===== src/rtl/pc_sequencer.sv =====
// Program counter sequencer: selects sequential or redirect fetch address,
// runs a post-redirect flush window and counts taken redirects.
module pc_sequencer #(
  parameter int unsigned       DATA_W       = 16,
  parameter logic [DATA_W-1:0] RESET_PC     = '0,
  parameter int unsigned       FLUSH_CYCLES = 2,
  parameter int unsigned       CNT_W        = 8
) (
  input  logic              clk,
  input  logic              arst_n,
  input  logic              enable,
  input  logic              stall,
  input  logic              branch,
  input  logic              branch_taken,
  input  logic              jump,
  input  logic [DATA_W-1:0] branch_pc,
  input  logic [DATA_W-1:0] jump_pc,
  input  logic              cnt_clr,
  output logic [DATA_W-1:0] pc,
  output logic [DATA_W-1:0] updated_pc,
  output logic              flush,
  output logic              redirect,
  output logic              misalign_err,
  output logic [CNT_W-1:0]  redirect_cnt
);

  localparam int unsigned FC_W = 3;

  typedef enum logic [1:0] {IDLE, RUN, FLUSH} state_t;

  state_t            state, state_nxt;
  logic [FC_W-1:0]   fcnt, fcnt_nxt;
  logic [DATA_W-1:0] pc_nxt;
  logic [DATA_W-1:0] target_raw;
  logic [CNT_W-1:0]  cnt_nxt;
  logic              flush_nxt, redirect_nxt, misalign_nxt;
  logic              take, advance;

  assign updated_pc = pc + DATA_W'(4);
  assign take       = jump | (branch & branch_taken);
  assign target_raw = jump ? jump_pc : branch_pc;
  assign advance    = enable & ~stall;

  // State and datapath registers
  always_ff @(posedge clk or negedge arst_n) begin
    if (!arst_n) begin
      state        <= IDLE;
      fcnt         <= '0;
      pc           <= RESET_PC;
      flush        <= 1'b0;
      redirect     <= 1'b0;
      misalign_err <= 1'b0;
      redirect_cnt <= '0;
    end else begin
      state        <= state_nxt;
      fcnt         <= fcnt_nxt;
      pc           <= pc_nxt;
      flush        <= flush_nxt;
      redirect     <= redirect_nxt;
      misalign_err <= misalign_nxt;
      redirect_cnt <= cnt_nxt;
    end
  end

  // Next-state logic
  always_comb begin
    state_nxt = state;
    case (state)
      IDLE:    if (enable) state_nxt = RUN;
      RUN:     if (advance && take) state_nxt = FLUSH;
      FLUSH:   if (advance && (fcnt <= FC_W'(1))) state_nxt = RUN;
      default: state_nxt = IDLE;
    endcase
  end

  // Next values of registered outputs; pulses default low every cycle
  always_comb begin
    pc_nxt       = pc;
    fcnt_nxt     = fcnt;
    flush_nxt    = flush;
    redirect_nxt = 1'b0;
    misalign_nxt = 1'b0;
    cnt_nxt      = redirect_cnt;
    case (state)
      RUN: begin
        if (advance) begin
          if (take) begin
            pc_nxt       = {target_raw[DATA_W-1:2], 2'b00};
            fcnt_nxt     = FC_W'(FLUSH_CYCLES);
            flush_nxt    = 1'b1;
            redirect_nxt = 1'b1;
            misalign_nxt = |target_raw[1:0];
            if (!(&redirect_cnt)) cnt_nxt = redirect_cnt + CNT_W'(1);
          end else begin
            pc_nxt = updated_pc;
          end
        end
      end
      FLUSH: begin
        if (advance) begin
          pc_nxt    = updated_pc;
          fcnt_nxt  = fcnt - FC_W'(1);
          flush_nxt = (fcnt != FC_W'(1));
        end
      end
      default: ;
    endcase
    if (cnt_clr) cnt_nxt = '0;
  end

endmodule


===== config.mk =====
export PLATFORM = sky130hd
export DESIGN_NAME = pc_sequencer
export DESIGN_NICKNAME = d
export VERILOG_FILES = /design/src/rtl/pc_sequencer.sv
export SDC_FILE = /design/constraint.sdc
export NUM_CORES = 1
export LEC_CHECK = 0
export BUFFER_PORTS_ARGS = -buffer_cell sky130_fd_sc_hd__buf_4
export CORE_MARGIN = 4
export CORE_UTILIZATION = 35
export DETAILED_ROUTE_END_ITERATION = 12
export PLACE_DENSITY = 0.69
export SKIP_LAST_GASP = 1
export SYNTH_ARGS = -nofsm -noshare
export SYNTH_HDL_FRONTEND = slang
export SYNTH_SLANG_ARGS = --single-unit
export TNS_END_PERCENT = 50

===== constraint.sdc =====
create_clock -name clk -period 1.6 [get_ports clk]
set_input_delay 0.48 -clock clk [delete_from_list [all_inputs] [get_ports clk]]
set_output_delay 0.48 -clock clk [all_outputs]
set_load 0.005 [all_outputs]

==> out/metrics.yaml <==
synth_sequential_area_ratio_pct: 36.70
synth.cell_area_sq_um: 2046
grt-ovfl-total: 0
area.growth.synth_to_final_pct: 61.10
power.density_nw_per_um2: 1319
die_area_sq_um: 7132
most-common-layout-cells: "buf_4, dfrtp_1, nor2_1"
ant_nets: 0
top_usage_layer: "met2"
setup_crit_path_kind: "reg -> out"
finalHoldViolCount: 0
synth_cell_types: 54
cts.path.max_buffers: 2
hold_path_class: "in -> async"
grt.met1_usage_pct: 22.99
achievable-frequency_mhz: 493.0
synth_area_leader_cell: "dfrtp_1"
floorplan.rows: 27
post_synth_edffs: 0
static_leakage_nw: 1.517
first_iter_violations: 127
place.port_buffers: 78
htree_levels: 2
track_usage_pct: 18.03
antenna_found_initial: 0
most_common_library_cell_in_the_layout_ignoring_fill_and_taps: "buf_4"
drtPass1Iterations: 4
cp.arrival_ns: 1.55
fin_nets: 395
cp.required_ns: 1.12
tightestPinTransition_ns: 0.4662
grt_first_pass_wirelength_um: 10660
p_total_mw: 4.348
setup_ws_final_ns: -0.4285
synth_ff_type: "dfrtp_1"
setup.worst_path.start_class: "register"
postRouteWirelength_um: 6464
worstSetupStartpoint: "pc[3]"
relSlewSlack_pct: 68.11
timing.critical_path.to_type: "output pin"
post-route-drc-count: 0
drive_gt1_share_pct: 51.42
fin_worst_skew_ns: 0.007023
placeableCoreArea_sq_um: 5574
ir_worst_vdd_mv: 0.7498
critical_path_peak_fanout: 4
run_status: "finished, violations left"
floorplan.initialDensity_pct: 36.70
rsz0062_at_grt: "yes"
worstSetupEndpoint: "updated_pc[14]"
numCtsBuffers: 5
synthArstFlopShare_pct: 100.0
timing.reg2reg.worst_path_depth: 6
netlist_top_cells_area: "dfrtp_1, mux2_2, xnor2_1"
dp_hpwl_um: 4959
routed_via_density: 5.257
drv.max_cap_violation_count: 0
die_width_um: 84.45
route.vias.total: 2229
clock_insertion_delay_worst_skew_ns: 0.28
finalNonFillerCells: 424
insertedDiodeCount: 0
pin_count: 83
grt_max_degree: 31
fin_crit_sh_pct: 126.8
met3_usage_pct: 3.631
cts_hold_repair.buffers: 0
synth_cells: 224
root_buffer: "clkbuf_8"
crit-reg2reg-launch: "state[0]"
yosysTopAreaCellShare_pct: 36.70
period_needed_ns: 2.028
dp_cells: 408
tritoncts_num_sinks: 30
gp_routability_congestion: 0.8730
grt_pass1_vias: 2283
maxSlewViolCount: 0
failed_checks: "setup timing"
die_height_um: 84.45
postSynthRegisterBits: 30
routed_wirelength_normalized_by_instance_count_um: 15.25
timing.reg2reg.setup_slack_ns: -0.02
synth-warning-count: 0
timing.final.setup_violations: 15
regToRegEndpoint: "pc[10]"
clock_tree_from_tritoncts: "yes"
clkTransAtPathRegs_ns: 0.07
grt_use_met2_pct: 31.42
avgSynthCellArea_sq_um: 9.133
==> synth_stat cells (all sizes together) (2+ instances only) <==
master    n
o32ai     2
nand2b    3
or2       2
o22ai     7
nor3b     2
nand3     7
xnor2    12
inv       5
mux2i     2
nor2     14
xor2      2
a22oi     2
o31ai     3
nand4     8
dfrtp    30
a211oi    5
nor3      4
ha        4
o21ai    14
buf      10
a2bb2oi   7
a21oi    11
clkbuf    8
mux2     13
nor2b     6
and3      5
nand2    10
a31oi     3
==> area by class of cell <==
| cell class | count | area [sq um] |
|---|---|---|
| Sequential cell | 30 | 755.7 |
| Fill cell | 505 | 2278 |
| Tap cell | 72 | 90.09 |
| Clock buffer | 6 | 72.57 |
| Timing Repair Buffer | 135 | 1017 |
| Clock inverter | 2 | 10.01 |
| Inverter | 5 | 18.77 |
| Multi-Input combinational cell | 174 | 1331 |
==> registers in the layout, indices dropped and copies added (netlist names) <==
signal and flops:
pc 14, redirect_cnt 8, fcnt 3, state 2
flush 1, misalign_err 1, redirect 1
==> repair_timing <==
item	in CTS	in global routing
endpoints found under the setup margin	17	35
setup buffers	4	5
resized for setup	8	15
pin swaps	9	10
==> how the worst min path moves through the flow <==
| stage | end | slack [ns] |
|---|---|---|
| CTS | redirect_cnt[2] | 0.14 |
| detailed placement | fcnt[0] | 0.44 |
| global placement | fcnt[0] | 0.44 |
| finish | redirect_cnt[5] | 0.13 |
| global route | redirect_cnt[2] | 0.14 |
| floorplan | fcnt[0] | 0.18 |
==> cell families (layout without fill, tap and decap cells) <==
logic type                 Yosys count  after routing  synth area share [%]
muxes                               15             15                 8.135
other                                1              4                0.1833
buffers and inverters               23            148                 5.750
DFF                                 30             30                 36.70
xor gates and xnor gates            14             14                 5.994
and+or+nand+nor                     70             70                 18.59
AOI/OAI and AO/OA                   67             67                 22.20
adders and majority gates            4              4                 2.447
==> routing by layer <==
metal	vias up	part of all wire [%]
met5	-	0
met3	7	5.7
met1	1077	43
met4	0	1.0
met2	68	51
li1	1077	-
==> through the flow <==
| stage | cell area, sq um | utilization (%) | setup slack, ns | setup TNS, ns | hold WS [ns] |
|---|---|---|---|---|---|
| after floorplan | 2108 | - | -0.07320 | -0.1822 | 0.1844 |
| after global placement | 3047 | 54.66 | -0.1716 | -2.100 | 0.4357 |
| after detailed placement | 3047 | 54.66 | -0.1957 | -3.060 | 0.4416 |
| after CTS | 3196 | 57.33 | -0.4288 | -4.300 | 0.1388 |
| after global routing | 3296 | 59.12 | -0.5037 | -5.819 | 0.1445 |
| final | 3296 | 59.12 | -0.4285 | -4.296 | 0.1254 |
==> worst max-delay path, stage by stage (launching register included) <==
cell and delay (ns):
dfrtp_1 0.41, ha_4 0.16, and4_4 0.23, nand4_1 0.16, xnor2_1 0.18, buf_4 0.13
==> where the power goes <==
group          leakage, nW  internal [mW]  switching [mW]
registers            0.367          0.990           0.188
clock network       0.0450          0.301           0.290
logic                 1.10           1.47            1.11
(Power assumes the default switching activity.)
